## src/rtl/poly_arith_pkg.sv

```systemverilog
// Shared types for the polynomial-arithmetic datapath: modulus, coefficient type,
// operation encoding, sequencer state encoding and the modular negation helper.
package poly_arith_pkg;

  localparam int COEFF_W = 12;

  typedef logic [COEFF_W-1:0] coeff_t;

  localparam coeff_t Q = 12'd3329;

  typedef enum logic {
    OP_ADD = 1'b0,
    OP_SUB = 1'b1
  } poly_op_e;

  typedef enum logic [1:0] {
    S_IDLE  = 2'd0,
    S_RUN   = 2'd1,
    S_DRAIN = 2'd2,
    S_DONE  = 2'd3
  } seq_state_e;

  // Additive inverse mod Q; zero maps to zero so the result never equals Q.
  function automatic coeff_t mod_neg(input coeff_t b);
    coeff_t r;
    if (b == 12'd0) begin
      r = 12'd0;
    end else begin
      r = Q - b;
    end
    return r;
  endfunction

endpackage

```

## src/rtl/mod_add.sv

```systemverilog
// Combinational modular adder for operands already reduced to 0..Q-1.
module mod_add
  import poly_arith_pkg::*;
(
  input  coeff_t a_i,
  input  coeff_t b_i,
  output coeff_t sum_o
);

  logic [COEFF_W:0] raw_s;
  coeff_t           red_s;

  // One conditional subtraction suffices because the raw sum is below 2*Q.
  always_comb begin
    raw_s = {1'b0, a_i} + {1'b0, b_i};
    red_s = raw_s[COEFF_W-1:0] - Q;
    if (raw_s >= {1'b0, Q}) begin
      sum_o = red_s;
    end else begin
      sum_o = raw_s[COEFF_W-1:0];
    end
  end

endmodule

```

## src/rtl/poly_addsub_seq.sv

```systemverilog
// Streams two coefficient RAMs through one shared mod_add and writes back A+B or A-B
// mod Q; a single pass is launched by start_i and closed with a done_o pulse.
module poly_addsub_seq
  import poly_arith_pkg::*;
#(
  parameter int N_COEFFS = 256,
  parameter int ADDR_W   = $clog2(N_COEFFS)
) (
  input  logic              clk_i,
  input  logic              rst_i,
  input  logic              start_i,
  input  logic              op_i,
  input  logic              stall_i,
  output logic              rd_en_o,
  output logic [ADDR_W-1:0] rd_addr_o,
  input  coeff_t            a_rdata_i,
  input  coeff_t            b_rdata_i,
  output logic              wr_en_o,
  output logic [ADDR_W-1:0] wr_addr_o,
  output coeff_t            wr_data_o,
  output logic              busy_o,
  output logic              done_o
);

  localparam logic [ADDR_W-1:0] LAST_ADDR = ADDR_W'(N_COEFFS - 1);
  localparam logic [ADDR_W-1:0] ADDR_ONE  = {{(ADDR_W-1){1'b0}}, 1'b1};

  seq_state_e        state_q, state_d;
  poly_op_e          op_q, op_d;
  logic [ADDR_W-1:0] rd_cnt_q, rd_cnt_d;
  logic              v1_q, v1_d;
  logic [ADDR_W-1:0] a1_q, a1_d;
  logic              v2_q, v2_d;
  logic [ADDR_W-1:0] wr_addr_q, wr_addr_d;
  coeff_t            wr_data_q, wr_data_d;

  coeff_t            b_eff_s;
  coeff_t            sum_s;

  // Subtraction reuses the adder: feed it the modular negation of B.
  always_comb begin
    if (op_q == OP_SUB) begin
      b_eff_s = mod_neg(b_rdata_i);
    end else begin
      b_eff_s = b_rdata_i;
    end
  end

  mod_add u_mod_add (
    .a_i   (a_rdata_i),
    .b_i   (b_eff_s),
    .sum_o (sum_s)
  );

  // State register.
  always_ff @(posedge clk_i or posedge rst_i) begin
    if (rst_i) begin
      state_q <= S_IDLE;
    end else begin
      state_q <= state_d;
    end
  end

  // Next-state logic; a stall freezes the FSM wherever it is.
  always_comb begin
    state_d = state_q;
    if (stall_i) begin
      state_d = state_q;
    end else begin
      case (state_q)
        S_IDLE: begin
          if (start_i) begin
            state_d = S_RUN;
          end else begin
            state_d = S_IDLE;
          end
        end
        S_RUN: begin
          if (rd_cnt_q == LAST_ADDR) begin
            state_d = S_DRAIN;
          end else begin
            state_d = S_RUN;
          end
        end
        // With stage 1 empty, the final write (if any) retires this cycle.
        S_DRAIN: begin
          if (!v1_q) begin
            state_d = S_DONE;
          end else begin
            state_d = S_DRAIN;
          end
        end
        S_DONE:  state_d = S_IDLE;
        default: state_d = S_IDLE;
      endcase
    end
  end

  // Output decode; strobes are masked combinationally by the stall.
  always_comb begin
    rd_en_o   = (state_q == S_RUN) && !stall_i;
    rd_addr_o = rd_cnt_q;
    wr_en_o   = v2_q && !stall_i;
    wr_addr_o = wr_addr_q;
    wr_data_o = wr_data_q;
    busy_o    = (state_q != S_IDLE);
    done_o    = (state_q == S_DONE) && !stall_i;
  end

  // Datapath next-state: op capture, read counter and the two pipeline stages.
  always_comb begin
    op_d      = op_q;
    rd_cnt_d  = rd_cnt_q;
    v1_d      = v1_q;
    a1_d      = a1_q;
    v2_d      = v2_q;
    wr_addr_d = wr_addr_q;
    wr_data_d = wr_data_q;
    if (!stall_i) begin
      if ((state_q == S_IDLE) && start_i) begin
        op_d     = poly_op_e'(op_i);
        rd_cnt_d = {ADDR_W{1'b0}};
      end else if (state_q == S_RUN) begin
        rd_cnt_d = rd_cnt_q + ADDR_ONE;
      end else begin
        rd_cnt_d = rd_cnt_q;
      end

      v1_d = (state_q == S_RUN);
      if (state_q == S_RUN) begin
        a1_d = rd_cnt_q;
      end else begin
        a1_d = a1_q;
      end

      v2_d = v1_q;
      if (v1_q) begin
        wr_addr_d = a1_q;
        wr_data_d = sum_s;
      end else begin
        wr_addr_d = wr_addr_q;
        wr_data_d = wr_data_q;
      end
    end else begin
      op_d      = op_q;
      rd_cnt_d  = rd_cnt_q;
    end
  end

  // Datapath registers.
  always_ff @(posedge clk_i or posedge rst_i) begin
    if (rst_i) begin
      op_q      <= OP_ADD;
      rd_cnt_q  <= {ADDR_W{1'b0}};
      v1_q      <= 1'b0;
      a1_q      <= {ADDR_W{1'b0}};
      v2_q      <= 1'b0;
      wr_addr_q <= {ADDR_W{1'b0}};
      wr_data_q <= 12'd0;
    end else begin
      op_q      <= op_d;
      rd_cnt_q  <= rd_cnt_d;
      v1_q      <= v1_d;
      a1_q      <= a1_d;
      v2_q      <= v2_d;
      wr_addr_q <= wr_addr_d;
      wr_data_q <= wr_data_d;
    end
  end

endmodule

```

## config.mk

```make
export PLATFORM = sky130hd
export DESIGN_NAME = poly_addsub_seq
export DESIGN_NICKNAME = d
export VERILOG_FILES = /design/src/rtl/poly_arith_pkg.sv /design/src/rtl/mod_add.sv /design/src/rtl/poly_addsub_seq.sv
export SDC_FILE = /design/constraint.sdc
export NUM_CORES = 1
export LEC_CHECK = 0
export CELL_PAD_IN_SITES_DETAIL_PLACEMENT = 0
export CELL_PAD_IN_SITES_GLOBAL_PLACEMENT = 1
export CORE_MARGIN = 1.5
export CORE_UTILIZATION = 43
export DETAILED_ROUTE_END_ITERATION = 7
export DONT_BUFFER_PORTS = 1
export PLACE_DENSITY_LB_ADDON = 0.05
export SYNTH_ARGS = -nofsm -noshare
export SYNTH_HDL_FRONTEND = slang
export SYNTH_SLANG_ARGS = --single-unit
export TNS_END_PERCENT = 30
```

## constraint.sdc

```tcl
create_clock -name clk_i -period 3.4 [get_ports clk_i]
set_input_delay 0 -clock clk_i [delete_from_list [all_inputs] [get_ports clk_i]]
set_output_delay 0 -clock clk_i [all_outputs]
set_load 0.005 [all_outputs]
```

==> run_results.csv, run 1 <==
group,metric,value,unit
outcome,status,"finished, violations left",
outcome,violations,"negative setup slack",
flow_run,drv_cap,0,
clocking,root_buffer,"clkbuf_8",
worst_hold_path,whs_path_depth,3,
clocking,cts_tree,"yes",
clocking,clock_latency,0.29,ns
synthesis,yosys.area.top_type_share,0.3415,
power,power_density,801.6,nW/um^2
global_route,grt_max_degree,34,
finish,diodes,0,
setup_path,rr_startpoint,"op_q$_DFFE_PP0P_",
clocking,clk_pin_slew,0.08,ns
floorplan,die_w,86.59,um
placed_design,place_congestion,0.8237,
global_route,grt.met3_usage,0.03810,
route,ant_nets,0,
floorplan,io_pins,61,
route,route.detailed.drc,0,
synthesis,synth_area,3004,um^2
finish,drive_gt1_frac,0.3493,
floorplan,initial_core_util,0.4446,
placed_design,port_buffers,0,
setup_path,arrival,3.74,ns
placed_design,placed_area,3512,um^2
synthesis,yosys.area_share.simple,0.2407,
global_route,grt.total_usage,0.2134,
route,dr.pass1.iters,6,
sta,rsz0062_at_grt,"yes",
sta,tightestPinTransition,0.5273,ns
setup_path,r2r-end,"wr_data_o[5]$_DFFE_PP0P_",
synthesis,ys_ff_latch,41,
placed_design,place_hpwl,5660,um
worst_hold_path,whs_endpoint,"rd_addr_o[3]$_DFFE_PP0P_",
global_route,top_usage_layer,"met2",
setup_path,cp_cell_sequence,"nor2_4 > nand4b_1 > or3_1 > or4_4 > nor3_4 > buf_4 > buf_6 > nor2_2 > ha_4 > buf_4 > nand2_1 > nor2_1 > a32o_2 > or2_1 > a32oi_2 > a31oi_4 > buf_12 > or4_4 > a31oi_2",
route,avgRoutedWirePerCell,15.73,um
global_route,antenna_found_initial,0,
sta,setup_violations,10,
floorplan,coreArea,6756,um^2
floorplan,die_y,86.59,um
route,via_per_inst,5.548,
synthesis,yosysSeqAreaShare,0.3415,
sta,whs,0.03493,ns
synthesis,synth-compound-area-share,0.1870,
finish,final_area,4028,um^2
finish,nets,465,
synthesis,syn_area_per_cell,8.608,um^2
global_route,grtUsageMet2,0.3807,
sta,slew_violations,0,
sta,max-slew-margin-rel,0.6435,
synthesis,synth-main-ff-cell,"dfrtp_1",
finish,area_growth,34.07,%
setup_path,slowest_stage,"or4_4",
synthesis,synth_fp_nets,397,
setup_path,r2r_slack,-0.02,ns
sta,hold_violations,0,
sta,finalClockSkew,0.004014,ns
sta,clock.fmax,283.7,MHz
synthesis,synthArstFlopShare,1.000,
global_route,overflow,0,
synthesis,synth-edff-count,0,
route,vias,2763,
placed_design,pre_cts_ws,-0.5138,ns
setup_path,critPathMaxStageDelay,0.46,ns
setup_path,cp-start-kind,"primary input",
synthesis,synth_mux_area_frac,0.04332,
synthesis,yosysWarnings,0,
synthesis,synth_area_leaders,"dfrtp_1 34%, ha_1 7.5%, nand2_1 6.7%, nor2_1 5.2%, xnor2_1 3.5%",
floorplan,dieArea,7497,um^2
global_route,grt_pass1_wl,12850,um
route,drt_iter0_drc,98,
power,p_leak,0.001825,uW
route,routed_wl,7833,um
setup_path,rr_worst_depth,14,
setup_path,required,3.61,ns
synthesis,netlist_instances,349,
floorplan,rows,30,
clocking,cts_buffer_depth,2,
global_route,grt_pass1_vias,2722,
global_route,use_met1,0.2685,
clocking,numCtsBuffers,5,
power,ir_drop,0.4988,mV
worst_hold_path,hold_path.class,"in -> reg",
synthesis,synth_top_family_by_area,"simple AND/OR/NAND/NOR gates",
sta,fin_crit_sh,1.037,
setup_path,worstPathMaxFanout,7,
synthesis,synth-xor-area-share,0.05539,
sta,layout_setup_ws,-0.1248,ns
synthesis,ys_types,65,
sta,layout_min_cycle_time,3.525,ns
setup_path,path_class,"in -> reg",
synthesis,yosys.area.top_type,"dfrtp_1",
clocking,h-tree-depth,2,
synthesis,synth-adder-area-share,0.08163,
setup_path,end_kind,"flip-flop",
clocking,cts_sinks,41,
worst_hold_path,worstHoldStart,"stall_i",
[worst max-delay path by stage]
stage | from | endpoint | slack [ns] | cells after the start
floorplan | b_rdata_i[4] | wr_data_o[4]$_DFFE_PP0P_ | -0.27 | 17
CTS | b_rdata_i[4] | wr_data_o[5]$_DFFE_PP0P_ | -0.12 | 18
detailed placement | b_rdata_i[4] | wr_data_o[3]$_DFFE_PP0P_ | -0.51 | 16
global route | b_rdata_i[4] | wr_data_o[3]$_DFFE_PP0P_ | -0.35 | 18
global placement | b_rdata_i[4] | wr_data_o[5]$_DFFE_PP0P_ | -0.45 | 17
finish | b_rdata_i[4] | wr_data_o[5]$_DFFE_PP0P_ | -0.12 | 19
[flip-flops by register name, indices dropped and copies added, names as in the netlist, named ones only]
| register | flops |
|---|---|
| a1_q | 8 |
| rd_addr_o | 8 |
| wr_addr_o | 8 |
| wr_data_o | 12 |
| v2_q | 1 |
| state_q | 1 |
| v1_q | 1 |
| op_q | 1 |
[cells by family (layout without fill, tap and decap cells)]
group | after synthesis | count (layout)
AOI/OAI and AO/OA | 76 | 76
xor gates and xnor gates | 19 | 19
adders and majority gates | 19 | 19
buffers and inverters | 31 | 100
DFF | 41 | 41
muxes | 12 | 12
and+or+nand+nor | 151 | 151
[cell usage in the layout (no fill, tap or decap), types with 3 or more instances in the layout]
| master | instances |
|---|---|
| ha_4 | 4 |
| a21o_1 | 4 |
| ha_1 | 13 |
| o31ai_1 | 4 |
| o21ai_1 | 4 |
| nand2b_1 | 3 |
| xor2_1 | 7 |
| xnor2_2 | 3 |
| nand3_1 | 6 |
| o21a_1 | 4 |
| buf_4 | 67 |
| mux2i_1 | 3 |
| a21oi_1 | 7 |
| nand4_1 | 4 |
| clkbuf_8 | 5 |
| o31ai_2 | 3 |
| or3_1 | 10 |
| dfrtp_1 | 40 |
| nor2_2 | 5 |
| xnor2_1 | 9 |
| inv_1 | 16 |
| a21oi_2 | 5 |
| nand2_1 | 52 |
| dlygate4sd3_1 | 4 |
| nor2_1 | 36 |
| mux2_2 | 8 |
| nor4_1 | 3 |
| nor3_1 | 4 |
| a31oi_1 | 5 |
| o21ai_0 | 9 |
| or4_4 | 3 |
[power by group]
group	total (uW)	internal [uW]	switching (uW)
Sequential	820	652	169
Clock	309	142	167
Combinational	2100	1090	1010
[worst max-delay path, delay by kind of cell]
| kind | cells | cell delay [ns] |
|---|---|---|
| buffers and inverters | 4 | 0.55 |
| adders and majority gates | 1 | 0.24 |
| AOI/OAI and AO/OA | 4 | 0.82 |
| and+or+nand+nor | 10 | 2.12 |
[per-stage QoR]
stage	instances	setup TNS (ns)	util	total power (uW)
6_report	498	-0.7719	0.5961	3228
5_1_grt	498	-3.347	0.5961	3498
4_1_cts	495	-0.7765	0.5696	3062
3_5_place_dp	471	-4.662	0.5198	2490
3_3_place_gp	471	-4.027	0.5198	2474
2_1_floorplan	349	-2.020	-	1879
[per-layer routing]
layer  vias to the layer above  part of all wire
met5                         -                 0
met2                        48              0.52
li1                       1382                 -
met4                         0            0.0089
met3                         5             0.037
met1                      1328              0.44
[synth_stat cells (all sizes together) (4+ instances only)]
library cell  instances
or4                   4
xnor2                12
nand4                 4
nand2b                4
or3                  11
a21o                  4
nand2                54
buf                   7
dfrtp                41
nand3                 6
inv                  17
nor3                  7
mux2                  8
a31oi                 9
o31ai                 8
clkbuf                7
ha                   18
nor2                 42
xor2                  7
o21ai                15
o21a                  5
a211oi                4
a21oi                12
mux2i                 4
[layout make-up]
class                           count  area (um^2)
Timing Repair Buffer               75        621.8
Tap cell                           80        100.1
Multi-Input combinational cell    277         2128
Sequential cell                    41         1027
Clock inverter                      3        17.52
Clock buffer                        5        68.82
Inverter                           17        63.81
Fill cell                         621         2729
[repair_timing]
item / 4_1_cts / 5_1_grt
resized for setup: 16 / 34
endpoints found under the setup margin: 11 / 12
endpoints found under the hold margin: 13 / 0
hold buffers: 4 / 0
gates cloned: 1 / 0
buffers inserted: 11 / 4
pin swaps: 11 / 15
No activity file was read; power rests on OpenSTA's default activity.
==> inputs of run 2 (changes only) <==
--- a/config.mk
+++ b/config.mk
@@ -7,6 +7,7 @@
 export LEC_CHECK = 0
 export CELL_PAD_IN_SITES_DETAIL_PLACEMENT = 0
 export CELL_PAD_IN_SITES_GLOBAL_PLACEMENT = 1
+export CORE_ASPECT_RATIO = 0.7
 export CORE_MARGIN = 1.5
 export CORE_UTILIZATION = 43
 export DETAILED_ROUTE_END_ITERATION = 7
==> run 2 against run 1 <==
Net effect: the flow still finishes with violations (negative setup slack); maximum frequency shrank 1.9%; register-to-register slack got worse by 0.17 ns; clock power grew 53%; largest cell class unchanged; global-route usage grew 0.75 points; clock skew grew 0.0051 ns; core utilization is 1.2 points higher; critical path type unchanged.
==> run_results.csv, run 2 (synthesis gave the netlist of run 1 again) <==
group,metric,value,unit
outcome,status,"finished, violations left",
outcome,violations,"negative setup slack",
sta,slew_violations,0,
sta,layout_min_cycle_time,3.594,ns
setup_path,end_kind,"flip-flop",
placed_design,port_buffers,0,
global_route,antenna_found_initial,0,
finish,layout_commonest_cell,"buf_4",
route,ant_nets,0,
setup_path,path_class,"in -> reg",
finish,final_area,4110,um^2
global_route,grt_pass1_vias,2633,
sta,whs,0.03788,ns
sta,max-slew-margin-rel,0.6634,
flow_run,drv_cap,0,
finish,largest_reg_flops,12,
floorplan,initial_core_util,0.4446,
clocking,clock_latency,0.29,ns
sta,finalClockSkew,0.009150,ns
setup_path,arrival,3.81,ns
power,power_density,816.8,nW/um^2
floorplan,dieArea,7505,um^2
setup_path,worstPathMaxFanout,7,
route,drt_iter0_drc,126,
floorplan,die_w,102.9,um
floorplan,die_y,72.93,um
floorplan,coreArea,6756,um^2
power,ir_drop,0.3235,mV
route,avgRoutedWirePerCell,15.44,um
route,route.detailed.drc,0,
global_route,grt_pass1_wl,12900,um
clocking,clk_pin_slew,0.08,ns
route,dr.pass1.iters,4,
sta,clock.fmax,278.3,MHz
sta,layout_setup_ws,-0.1938,ns
power,p_leak,0.001852,uW
setup_path,cp-start-kind,"primary input",
global_route,grt.total_usage,0.2209,
global_route,grt_max_degree,42,
route,vias,2753,
floorplan,io_pins,61,
placed_design,place_hpwl,5837,um
worst_hold_path,hold_path.class,"in -> reg",
finish,area_growth,36.82,%
finish,nets,466,
route,routed_wl,7921,um
finish,drive_gt1_frac,0.3437,
power,fin_total_pwr,3357,uW
sta,rsz0062_at_grt,"yes",
placed_design,place_congestion,0.8298,
sta,hold_violations,0,
global_route,overflow,0,
clocking,numCtsBuffers,5,
finish,diodes,0,
floorplan,rows,25,
setup_path,required,3.62,ns
sta,setup_violations,11,
clocking,cts_sinks,41,
sta,fin_crit_sh,1.057,
clocking,cts_buffer_depth,2,
clocking,cts_tree,"yes",
placed_design,placed_area,3555,um^2
clocking,h-tree-depth,2,
sta,tightestPinTransition,0.5049,ns
clocking,root_buffer,"clkbuf_8",
finish,layout_common_cells,"66 x buf_4, 52 x nand2_1, 41 x dfrtp_1",
route,via_per_inst,5.366,
==> run 2: cell types whose count changed in the layout (fill, tap and decap cells not counted), moves of 2 or more <==
cell	previous run	this run
buf_6	1	4
a31oi_1	5	8
nor2_4	1	3
clkinv_2	2	0
nor2_2	5	3
a31oi_2	2	0
ha_1	13	15
bufinv_16	0	2
a21oi_1	7	5
==> run 2: area by class of cell <==
cell class                 instances  area (um^2)
timing repair buffer              75        600.6
tap                               94        117.6
clock inverter                     3        68.82
sequential                        41         1026
multi-input combinational        278         2165
inverter                          17        63.81
fill                             612         2646
clock buffer                       5        68.82
==> run 2: critical path, cell delays in order <==
cell      delay (ns)
nor2_4          0.09
nand4b_1        0.12
or3_1           0.34
or4_4           0.45
nor3_4          0.21
buf_12          0.14
nor2_4          0.05
ha_4            0.19
inv_2           0.05
fa_2            0.23
nand3b_1        0.23
buf_4           0.15
nand4_1         0.13
o311ai_4        0.13
nor3_4          0.07
a32oi_4         0.35
a31oi_4         0.20
or4_4           0.50
a31oi_1         0.17
==> run 2: what timing repair did <==
item                                    CTS  global route
cloned                                    1             0
endpoints found under the setup margin   12            12
hold buffers                              4             0
buffers inserted                          6             4
resized for setup                        35            19
endpoints found under the hold margin    46             0
pin swaps                                11            11
==> run 2: final timing paths <==
kind | depth (start not counted) | slack [ns] | startpoint | to
setup / recovery | 19 | -0.19 | b_rdata_i[4] | wr_data_o[5]$_DFFE_PP0P_
min in group asynchronous | 3 | 0.27 | rst_i | wr_addr_o[6]$_DFFE_PP0P_
setup reg to reg | 15 | -0.19 | op_q$_DFFE_PP0P_ | wr_data_o[5]$_DFFE_PP0P_
max in group asynchronous | 3 | 2.78 | rst_i | v1_q$_DFFE_PP0N_
hold reg to reg | 2 | 0.47 | v2_q$_DFFE_PP0N_ | v2_q$_DFFE_PP0N_
hold / removal | 3 | 0.04 | stall_i | rd_addr_o[2]$_DFFE_PP0P_
==> run 2: metrics by stage <==
step / std cells / utilization / setup TNS [ns] / worst slack [ns]
global placement: 490 / 0.5261 / -6.108 / -0.6174
detailed placement: 490 / 0.5261 / -6.529 / -0.6398
global route: 513 / 0.6083 / -3.177 / -0.3553
CTS: 509 / 0.5913 / -0.8168 / -0.1294
floorplan: 349 / - / -2.020 / -0.2655
finish: 513 / 0.6083 / -1.258 / -0.1938
==> run 2: where the power goes <==
part           switching (uW)  internal, uW  total [uW]
sequential                171           650         821
clock                     176           296         472
combinational            1040          1020        2060
==> run 2: per-layer routing <==
metal / vias up / share of wire / global-route usage
li1: 1379 / - / -
met1: 1304 / 0.55 / 0.3643
met3: 2 / 0.047 / 0.04981
met5: - / 0 / 0
met4: 0 / 0.0014 / 0.02252
met2: 68 / 0.40 / 0.2961
